`src/rtl/ram_access_arbiter.sv`:
```
// ============================================================================
// Module: ram_access_arbiter
//
// Purpose
//   Shares one single-port synchronous RAM between two requesters:
//     port A - instruction fetch
//     port B - load/store
//   One access takes four cycles: IDLE -> ISSUE -> CAPTURE -> ACK.
//     IDLE    : pick a winner and latch its command into the ram_* registers.
//     ISSUE   : ram_enable is high for exactly this cycle. The RAM acts on
//               the edge that closes it.
//     CAPTURE : the RAM read data is valid. For a read it is loaded into the
//               owner's data_out, and the owner's ack is raised.
//     ACK     : the owner's ack is high for this one cycle.
//   If a request is seen in IDLE cycle T0, the ack and read data are visible
//   in cycle T3.
//
// Handshake
//   A requester raises req with a stable command (rw/address/data_in) and
//   holds all of them until it sees ack=1 for one cycle. At the edge that ends
//   the ack cycle it either drops req or presents the next command. A req seen
//   high in IDLE is always treated as a new request. The command is latched at
//   grant, so any later change on either port does not affect the access in
//   flight.
//
// Configuration
//   RAM_ARB_ROUND_ROBIN_EN : when defined, a tie goes to the port that was not
//                            served last. last_served resets to B, so A wins
//                            the first tie. When undefined, B always beats A
//                            and no last_served state exists.
//
// Parameters
//   ADDRESS_WIDTH : width of all address buses
//   DATA_WIDTH    : width of all data buses
//
// Ports
//   clock                 in   sole clock; all state changes on posedge
//   reset_n               in   asynchronous active-low reset
//   a_req / b_req         in   request, held until the matching ack
//   a_rw / b_rw           in   0 = read, 1 = write
//   a_address / b_address in   access address
//   a_data_in / b_data_in in   write data
//   a_ack / b_ack         out  one-cycle completion pulse
//   a_data_out/b_data_out out  read data; valid with ack, held until the next
//                              read on the same port
//   ram_enable            out  RAM enable (high only in ISSUE)
//   ram_rw                out  RAM read/write select
//   ram_address           out  RAM address
//   ram_data_in           out  RAM write data
//   ram_data_out          in   RAM read data (registered, 1-cycle latency)
//   busy                  out  high in every state other than IDLE
//   dbg_state             out  current FSM state encoding, for observation
//
// Every output is driven straight from a register. Asserting reset_n clears
// them asynchronously. Reset during ISSUE therefore drops ram_enable at once,
// and the RAM edge that closes ISSUE sees no enable, so no write happens.
// ============================================================================
module ram_access_arbiter #(
    parameter int ADDRESS_WIDTH = 16,
    parameter int DATA_WIDTH    = 16
) (
    input  logic                     clock,
    input  logic                     reset_n,

    input  logic                     a_req,
    input  logic                     a_rw,
    input  logic [ADDRESS_WIDTH-1:0] a_address,
    input  logic [DATA_WIDTH-1:0]    a_data_in,
    output logic                     a_ack,
    output logic [DATA_WIDTH-1:0]    a_data_out,

    input  logic                     b_req,
    input  logic                     b_rw,
    input  logic [ADDRESS_WIDTH-1:0] b_address,
    input  logic [DATA_WIDTH-1:0]    b_data_in,
    output logic                     b_ack,
    output logic [DATA_WIDTH-1:0]    b_data_out,

    output logic                     ram_enable,
    output logic                     ram_rw,
    output logic [ADDRESS_WIDTH-1:0] ram_address,
    output logic [DATA_WIDTH-1:0]    ram_data_in,
    input  logic [DATA_WIDTH-1:0]    ram_data_out,

    output logic                     busy,
    output logic [1:0]               dbg_state
);

    // ------------------------------------------------------------------
    // State encoding and owner identifiers
    // ------------------------------------------------------------------
    typedef enum logic [1:0] {
        ST_IDLE    = 2'd0,
        ST_ISSUE   = 2'd1,
        ST_CAPTURE = 2'd2,
        ST_ACK     = 2'd3
    } state_t;

    localparam logic OWNER_A = 1'b0;
    localparam logic OWNER_B = 1'b1;

    state_t                   r_state;
    state_t                   w_state_nxt;

    logic                     r_owner;
    logic                     r_ram_enable;
    logic                     r_ram_rw;
    logic [ADDRESS_WIDTH-1:0] r_ram_address;
    logic [DATA_WIDTH-1:0]    r_ram_data_in;
    logic                     r_a_ack;
    logic                     r_b_ack;
    logic [DATA_WIDTH-1:0]    r_a_data_out;
    logic [DATA_WIDTH-1:0]    r_b_data_out;
    logic                     r_busy;

    logic                     w_any_req;
    logic                     w_grant_b;

    assign w_any_req = a_req | b_req;

    // ------------------------------------------------------------------
    // Arbitration: w_grant_b is high when port B wins this IDLE cycle.
    // It is used only while w_any_req is high. A single requester always
    // wins, whatever the arbitration history.
    // ------------------------------------------------------------------
`ifdef RAM_ARB_ROUND_ROBIN_EN
    logic r_last_served;

    // On a tie, B wins only if A was served last.
    assign w_grant_b = b_req & (~a_req | (r_last_served == OWNER_A));

    // Updated at grant, which is the IDLE -> ISSUE edge.
    always_ff @(posedge clock or negedge reset_n) begin
        if (!reset_n) begin
            r_last_served <= OWNER_B;
        end else if ((r_state == ST_IDLE) && w_any_req) begin
            r_last_served <= w_grant_b;
        end
    end
`else
    // Fixed priority: B beats A.
    assign w_grant_b = b_req;
`endif

    // ------------------------------------------------------------------
    // FSM: state register
    // ------------------------------------------------------------------
    always_ff @(posedge clock or negedge reset_n) begin
        if (!reset_n) begin
            r_state <= ST_IDLE;
        end else begin
            r_state <= w_state_nxt;
        end
    end

    // ------------------------------------------------------------------
    // FSM: next-state logic
    // ------------------------------------------------------------------
    always_comb begin
        w_state_nxt = r_state;
        case (r_state)
            ST_IDLE: begin
                if (w_any_req) begin
                    w_state_nxt = ST_ISSUE;
                end
            end
            ST_ISSUE:   w_state_nxt = ST_CAPTURE;
            ST_CAPTURE: w_state_nxt = ST_ACK;
            ST_ACK:     w_state_nxt = ST_IDLE;
            default:    w_state_nxt = ST_IDLE;
        endcase
    end

    // ------------------------------------------------------------------
    // Command latch and RAM drive. The winner's command is copied here
    // only at grant, so later changes on either port are ignored.
    // ------------------------------------------------------------------
    always_ff @(posedge clock or negedge reset_n) begin
        if (!reset_n) begin
            r_owner       <= OWNER_A;
            r_ram_enable  <= 1'b0;
            r_ram_rw      <= 1'b0;
            r_ram_address <= '0;
            r_ram_data_in <= '0;
        end else begin
            case (r_state)
                ST_IDLE: begin
                    if (w_any_req) begin
                        r_owner       <= w_grant_b;
                        r_ram_enable  <= 1'b1;
                        r_ram_rw      <= w_grant_b ? b_rw      : a_rw;
                        r_ram_address <= w_grant_b ? b_address : a_address;
                        r_ram_data_in <= w_grant_b ? b_data_in : a_data_in;
                    end else begin
                        r_ram_enable  <= 1'b0;
                    end
                end
                // The RAM acts on the edge that closes ISSUE, so enable
                // drops on that same edge.
                default: begin
                    r_ram_enable <= 1'b0;
                end
            endcase
        end
    end

    // ------------------------------------------------------------------
    // Response path. In CAPTURE the RAM output holds the word read during
    // ISSUE. Only the owner's ack and data_out are touched, and data_out
    // changes only for a read.
    // ------------------------------------------------------------------
    always_ff @(posedge clock or negedge reset_n) begin
        if (!reset_n) begin
            r_a_ack      <= 1'b0;
            r_b_ack      <= 1'b0;
            r_a_data_out <= '0;
            r_b_data_out <= '0;
        end else begin
            case (r_state)
                ST_CAPTURE: begin
                    if (r_owner == OWNER_B) begin
                        r_b_ack <= 1'b1;
                        if (!r_ram_rw) begin
                            r_b_data_out <= ram_data_out;
                        end
                    end else begin
                        r_a_ack <= 1'b1;
                        if (!r_ram_rw) begin
                            r_a_data_out <= ram_data_out;
                        end
                    end
                end
                default: begin
                    // The ack pulse lasts for the ACK cycle only.
                    r_a_ack <= 1'b0;
                    r_b_ack <= 1'b0;
                end
            endcase
        end
    end

    // ------------------------------------------------------------------
    // busy is registered from the next state, so it tracks the state
    // register exactly and still comes straight off a flop.
    // ------------------------------------------------------------------
    always_ff @(posedge clock or negedge reset_n) begin
        if (!reset_n) begin
            r_busy <= 1'b0;
        end else begin
            r_busy <= (w_state_nxt != ST_IDLE);
        end
    end

    // ------------------------------------------------------------------
    // Outputs
    // ------------------------------------------------------------------
    assign ram_enable  = r_ram_enable;
    assign ram_rw      = r_ram_rw;
    assign ram_address = r_ram_address;
    assign ram_data_in = r_ram_data_in;
    assign a_ack       = r_a_ack;
    assign b_ack       = r_b_ack;
    assign a_data_out  = r_a_data_out;
    assign b_data_out  = r_b_data_out;
    assign busy        = r_busy;
    assign dbg_state   = r_state;

    // ------------------------------------------------------------------
    // Structural invariants
    // ------------------------------------------------------------------
    a_ack_b_ack_exclusive: assert property (
        @(posedge clock) disable iff (!reset_n) !(r_a_ack && r_b_ack));

    ram_enable_only_in_issue: assert property (
        @(posedge clock) disable iff (!reset_n) (r_ram_enable == (r_state == ST_ISSUE)));

    busy_matches_state: assert property (
        @(posedge clock) disable iff (!reset_n) (r_busy == (r_state != ST_IDLE)));

endmodule

```
`config.mk`:
```
export PLATFORM = sky130hd
export DESIGN_NAME = ram_access_arbiter
export DESIGN_NICKNAME = d
export VERILOG_FILES = /design/src/rtl/ram_access_arbiter.sv
export SDC_FILE = /design/constraint.sdc
export NUM_CORES = 1
export LEC_CHECK = 0
export ABC_CLOCK_PERIOD_IN_PS = 2800
export CORE_ASPECT_RATIO = 0.7
export CORE_MARGIN = 3
export CORE_UTILIZATION = 43
export CTS_CLUSTER_DIAMETER = 60
export CTS_CLUSTER_SIZE = 14
export DETAILED_ROUTE_END_ITERATION = 12
export GPL_ROUTABILITY_DRIVEN = 0
export PLACE_DENSITY = 0.85
export REMOVE_ABC_BUFFERS = 1
export SLEW_MARGIN = 0
export SYNTH_ARGS = -nofsm -noshare
export SYNTH_HDL_FRONTEND = slang
export SYNTH_SLANG_ARGS = --single-unit
```
`constraint.sdc`:
```
create_clock -name clock -period 2.8 [get_ports clock]
set_clock_uncertainty 0.15 [all_clocks]
set_input_delay 0.56 -clock clock [delete_from_list [all_inputs] [get_ports clock]]
set_output_delay 0.56 -clock clock [all_outputs]
set_load 0.01 [all_outputs]
```
; After elaboration in Yosys (flattened, before gate mapping)
; Index checks and enable logic that the tools add are counted.
; Widths: inputs -> output; s select.
[totals]
elab_cells = 35
regBits = 72
output_inout_bits = 71
in_bits = 86
[classes]
bitwise = 3
n_reduce_logical = 5
n_eq_ne = 5
muxes = 11
[op_table]
columns = cell, n
row1 = $mux 16, 2
row2 = $pmux 2 s4, 1
row3 = $mux 1, 7
row4 = $reduce_and 3->1, 2
row5 = $eq 2x2->1 const B, 2
row6 = $ne 2x2->1 const B, 2
row7 = $eq 2x1->1 const B, 1
row8 = $logic_not 2->1, 1
row9 = $mux 2, 1
row10 = $not 1->1, 2
row11 = $reduce_and 2->1, 1
row12 = $reduce_bool 2->1, 1
row13 = $or 1x1->1, 1

; Depth between registers and ports, before layout
; Gate-level depths: netlist (run 1).
[logic_depth]
depth_word = 4
depth_mapped = 7
mapped_depth_nobuf = 5

; Worst setup path before layout (run 1)
; No wires, ideal clock.
[synth_timing]
path_type = reg2reg
start = register r_state[0], in the netlist dbg_state[0]
end = register r_a_data_out[10], in the netlist a_data_out[10]
path_stages_with_launch = 6
period_less_slack_ns = 1.840
slack_ns = 0.960
arrival_time_ns = 1.565
setup_ns = 0.125
path_buffers = 1
required_ns = 2.525
path_cell_list = dfrtp_1 inv_1 ha_1 nor3b_4 buf_12 mux2_4
[synth_via]
elab_chain_len = 2
[synth_lines]
columns = item, line_no
row1 = from (decl), 102  ; state_t r_state;
row2 = from (signal assigned), 152  ; r_state <= w_state_nxt;
row3 = $eq 2x2->1, 219  ; case (r_state)
row4 = $reduce_and 3->1 (no line), n/a
row5 = to (signal assigned), 229  ; r_a_data_out <= ram_data_out;
row6 = to (decl), 112  ; logic [DATA_WIDTH-1:0] r_a_data_out;
; Every way passes these cells.
; A chain may end at the register's enable or synchronous reset.

; Worst setup path after layout (run 1)
[layout_timing]
start = register r_state[0], in the netlist dbg_state[0]
end = register r_busy, in the netlist busy
[layout_via]
elab_chain_len = 3
word_cells_on_any_way = 7
cone_classes = 3 x eq/ne / 2 x mux / 2 x reduce/logical
[layout_lines]
columns = item, line_no
row1 = $eq 2x2->1 (tied with other cells), 161  ; case (r_state)
row2 = $pmux 2 s4 (*), 161
row3 = $reduce_bool 2->1 (*), 250  ; r_busy <= (w_state_nxt != ST_IDLE);
row4 = to (signal assigned), 250
row5 = to (decl), 114  ; logic r_busy;
; Every way passes the cells marked *; elsewhere a longest branch is shown, timed or not.

==> results of run 1 <==
[cell usage after synthesis]
cell | n | area, µm²
o22ai_1 | 32 | 200
nor2_1 | 35 | 131
buf_2 | 10 | 50.1
mux2_2 | 22 | 248
nor3b_4 | 1 | 18.8
a21boi_0 | 1 | 7.51
nand2_1 | 4 | 15.0
dfrtp_1 | 72 | 1800
mux2_4 | 10 | 150
clkinv_1 | 1 | 3.75
or2_1 | 1 | 6.26
nor3_1 | 65 | 325
buf_1 | 1 | 3.75
and2_1 | 1 | 6.26
nand2b_1 | 1 | 6.26
buf_6 | 1 | 11.3
ha_1 | 2 | 25.0
o21a_1 | 1 | 7.51
o32ai_1 | 1 | 8.76
nand3b_2 | 1 | 11.3
inv_1 | 3 | 11.3
a21oi_1 | 1 | 5.00
buf_12 | 1 | 20.0
clkbuf_1 | 7 | 26.3
o21bai_1 | 1 | 7.51
[cells by family (layout without fill, tap and decap cells)]
logic type	after synthesis	in the layout	share of synthesized area, %
AND/OR/NAND/NOR	109	109	16.7
flip-flops	72	72	58.0
AO/OA/AOI/OAI	37	37	7.61
multiplexers	32	32	12.8
buffers and inverters	24	182	4.07
adder cells (fa/ha/maj)	2	2	0.805
[layout by cell type, fill, tap and decap left out, drive strengths merged]
cell type	Yosys	routed
a21boi	1	1
a21oi	1	1
and2	1	1
buf	13	7
bufinv	0	1
clkbuf	7	12
clkdlybuf4s50	0	155
clkinv	1	2
clkinvlp	0	1
dfrtp	72	72
ha	2	2
inv	3	4
mux2	32	32
nand2	4	4
nand2b	1	1
nand3b	1	1
nor2	35	35
nor3	65	65
nor3b	1	1
o21a	1	1
o21bai	1	1
o22ai	32	32
o32ai	1	1
or2	1	1
[metal layers]
| metal | GRT usage (%) | vias to the layer above | routed length (µm) |
|---|---|---|---|
| met5 | 0 | - | 0 |
| met3 | 5.97 | 10 | 678 |
| met4 | 5.93 | 0 | 121 |
| met2 | 37.1 | 116 | 4520 |
| li1 | - | 1294 | - |
| met1 | 26.7 | 1346 | 3640 |
[worst max-delay path by stage]
stage                     cells past startpoint  slack, ns         endpoint
after floorplan                               5      -0.05             busy
final                                         6       0.67             busy
after global routing                          6       0.56           ram_rw
after detailed placement                      5       0.65  ram_address[11]
after global placement                        5       0.72             busy
after CTS                                     6       0.64             busy
[flip-flops by register name, indices dropped and copies added (netlist names), 2 cells and up]
| signal | count |
|---|---|
| b_data_out | 16 |
| ram_data_in | 16 |
| ram_address | 16 |
| dbg_state | 2 |
| a_data_out | 16 |
[area by class of cell]
type                            count  area [µm²]  share of cell area (%)
Clock inverter                      4        51.3                    1.04
Tap cell                           94         118                    2.39
Multi-Input combinational cell    180        1180                    24.0
Timing Repair Buffer              162        1600                    32.6
Clock buffer                       12         155                    3.15
Inverter                            4        15.0                   0.305
Sequential cell                    72        1800                    36.6
[report_power, final]
group	internal, mW	total (mW)	switching [mW]	leakage [nW]
sequential	1.58	1.96	0.374	0.846
combinational	1.57	2.72	1.15	1.05
clock	0.463	0.834	0.371	0.103
[metrics by stage]
step	instance area [µm²]	worst slack, ns	total power [mW]
after global routing	4920	0.560	5.86
final	4920	0.665	5.51
after detailed placement	4720	0.648	4.71
after global placement	4720	0.722	4.59
after floorplan	3000	-0.0465	3.16
after CTS	4920	0.640	5.57
==> results_dict.tcl, run 1 <==
set metrics [dict create \
    cts_tree "done" \
    finalWirelength_um 8960 \
    grt_max_degree 73 \
    post_cts_buffers 0 \
    yosysWarnings 0 \
    avgSynthCellArea_um2 11.3 \
    rr_worst_depth 6 \
    core_area_um2 6880 \
    pwr_density_cell_nw_per_um2 1120 \
    power.leakage_nw 2.00 \
    die_w_um 108 \
    n_antenna_cell 0 \
    io_buffers 156 \
    htree_num_levels 3 \
    drt_iter0_drc 122 \
    overflow 0 \
    rows 25 \
    hold_class "input pin to async pin" \
    rr_endpoint "busy" \
    fin_crit_sh_pct 76.2 \
    final-instance-count-excl-fill 528 \
    critical_path.cell_chain "inv_1, ha_1, clkinv_1, buf_4, nor3_1, o21bai_1" \
    post-dp-hpwl_um 6260 \
    crit_type "flip-flop to flip-flop" \
    grt_first_pass_wirelength_um 14300 \
    ir_drop_uv 572 \
    cp.required_ns 2.85 \
    ant_nets 0 \
    seq_area_frac_synth_pct 58.0 \
    timing.rr.start "dbg_state[0]" \
    dr.pass1.iters 4 \
    critPathArrivalTime_ns 2.19 \
    route.detailed.drc 0 \
    critPathCaptureType "flip-flop" \
    rsz0062_at_grt "no" \
    initial_core_util_pct 45.2 \
    yosysUniqueCellTypes 25 \
    drv_slew 0 \
    wl_per_cell_um 17.0 \
    grt.total_usage_pct 21.6 \
    postCtsHoldBufs 0 \
    max_stage_delay_ns 0.41 \
    cap_viol_max_count 0 \
    clock-sinks 72 \
    grt_pass1_vias 2845 \
    cts_max_path_buffers 2 \
    die_h_um 77.1 \
    period_needed_ns 2.13 \
    slew_headroom_pct 40.4 \
    ff2ff_setup_slack_ns 0.67 \
    via_count 2766 \
    path_clk_slew_ns 0.08 \
    synth_cells 276 \
    status "completed" \
    dp.cells 512 \
    antenna_found_initial 0 \
    synth_seq_cells 72 \
    drive_above_1_share_pct 12.9 \
    setup_viol 0 \
    nNetsFinal 517 \
    syn2layout_area_growth_pct 58.5 \
    path_delay_family "buffers and inverters" \
    startpoint "dbg_state[0]" \
    fill_cells 537 \
    pin_count 157 \
    tightest_slew_ns 0.895 \
    numCtsBuffers 9 \
    syn-cell-area_um2 3110 \
    cts_root_buf "clkbuf_8" \
    die-area_um2 8300 \
    worst-path-buf-inv 3 \
    post_cts_resized 0 \
    fmax_ghz 0.468 \
    crit_slowest_cell "dfrtp_1" \
    crit_path_start_kind "flip-flop" \
    critPathMaxFanout 21 \
    hold_ws_ns 0.208 \
    via_per_inst 5.24 \
    fin_util_pct 71.6 \
    tns_ns 0 \
    insertion_delay_ns 0.32 \
    final_hold_viol_count 0 \
]
Power figures use the tool's default switching activity.
==> inputs of run 2 (changes only) <==
- ABC_CLOCK_PERIOD_IN_PS: 2800 -> 2100
- CORE_UTILIZATION: 43 -> 40
- PLACE_DENSITY: 0.85 -> 0.8
- clock period: 2.8 -> 2.1 ns (I/O delays scaled with it)
==> run 2 against run 1 <==
  * Critical path depth fell by 5
  * Sequential power rose by 33%
  * Sequential cell count did not move
  * Non-clock buffer count rose by 8
  * Register-to-register slack got worse by 0.40 ns
==> results_dict.tcl, run 2 (synthesis results as in run 1) <==
set metrics [dict create \
    die_w_um 111 \
    crit_path_start_kind "flip-flop" \
    worst-path-buf-inv 1 \
    numCtsBuffers 9 \
    insertion_delay_ns 0.33 \
    regArea_um2 1800 \
    cp.required_ns 1.53 \
    tightest_slew_ns 0.404 \
    ff2ff_setup_slack_ns 0.27 \
    rows 26 \
    tns_ns 0 \
    finalWirelength_um 9190 \
    setup_viol 0 \
    grt.total_usage_pct 21.2 \
    final_cell_mix "clkdlybuf4s50_1, dfrtp_1, nor3_1" \
    post_cts_resized 0 \
    grt_first_pass_wirelength_um 14800 \
    status "completed" \
    via_per_inst 5.19 \
    post_cts_buffers 0 \
    power.leakage_nw 2.05 \
    pwr_density_cell_nw_per_um2 1490 \
    via_count 2795 \
    syn2layout_area_growth_pct 61.8 \
    slew_headroom_pct 73.1 \
    ant_nets 0 \
    hold_class "flip-flop to flip-flop" \
    htree_num_levels 3 \
    grt_max_degree 73 \
    die_h_um 79.8 \
    ir_drop_uv 660 \
    cts_root_buf "clkbuf_8" \
    multi_input_area_um2 1180 \
    critPathCaptureType "primary output" \
    period_needed_ns 1.90 \
    path_delay_family "buffers and inverters" \
    cts_max_path_buffers 2 \
    crit_type "flip-flop to primary output" \
    drv_slew 0 \
    fmax_ghz 0.525 \
    core_area_um2 7420 \
    critPathMaxFanout 4 \
    dp.cells 523 \
    final_common_cell "clkdlybuf4s50_1" \
    antenna_found_initial 0 \
    fill_cells 568 \
    critical_path.cell_chain "clkdlybuf4s50_1" \
    post-dp-hpwl_um 6690 \
    overflow 0 \
    critPathArrivalTime_ns 1.33 \
    crit_slowest_cell "clkdlybuf4s50_1" \
    route.detailed.drc 0 \
    die-area_um2 8880 \
    final_hold_viol_count 0 \
    rsz0062_at_grt "no" \
    cts_tree "done" \
    cap_viol_max_count 0 \
    max_stage_delay_ns 0.57 \
    io_buffers 156 \
    nNetsFinal 525 \
    fin_crit_sh_pct 90.6 \
    clock-sinks 72 \
    wl_per_cell_um 17.1 \
    grt_pass1_vias 2859 \
    final-instance-count-excl-fill 539 \
    dr.pass1.iters 4 \
    path_clk_slew_ns 0.08 \
    drive_above_1_share_pct 14.3 \
    initial_core_util_pct 41.9 \
    pin_count 157 \
    n_antenna_cell 0 \
    drt_iter0_drc 170 \
]
## run 2: worst paths after layout
kind / from / end / depth (start not counted)
hold reg to reg: b_data_out[8] / b_data_out[8] / 1
hold / removal: b_data_out[8] / b_data_out[8] / 1
setup reg to reg: dbg_state[0] / a_data_out[15] / 5
min in group asynchronous: reset_n / a_data_out[13] / 3
max in group asynchronous: reset_n / b_data_out[8] / 3
setup / recovery: ram_rw / ram_rw / 1
## run 2: per-layer routing
metal	vias to the layer above	share of wire [%]	routed length, µm	track usage (%)
met2	104	48	4440	34.1
met5	-	0	0	0
met1	1369	44	4020	27.8
met4	0	1.1	100	5.83
li1	1313	-	-	-
met3	9	6.9	632	7.05
## run 2: report_power, final
group	switching [mW]	internal, mW
clock network	0.510	0.658
registers	0.497	2.11
logic	1.53	2.18
## run 2: metrics by stage
stage               setup WS [ns]  hold WS [ns]  area [µm²]  total power [mW]  util [%]
CTS                         0.168         0.364        5030              7.57      67.8
detailed placement          0.153         0.328        4810              6.37      64.9
global placement            0.203         0.328        4810              6.23      64.9
floorplan                  -0.746       -0.0256        3000              4.21         -
finish                      0.197         0.361        5030              7.48      67.8
global route                0.123         0.373        5030              7.97      67.8
## run 2: what timing repair did
item	4_1_cts	5_1_grt
endpoints found under the hold margin	72	0
endpoints found under the setup margin	0	0
hold buffers	1	0
## run 2: final cells by class
cell class                 instances  area share, %
sequential                        72           35.8
timing repair buffer             170           33.8
multi-input combinational        180           23.5
clock buffer                       9           2.46
tap                               98           2.44
clock inverter                     6           1.69
inverter                           4          0.299
==> inputs of run 3 (changes only) <==
- HOLD_SLACK_MARGIN: default -> 0.12
- TNS_END_PERCENT: default -> 100
==> results of run 3 <==
The final DEF is identical to that of run 2; final timing and power are the same.
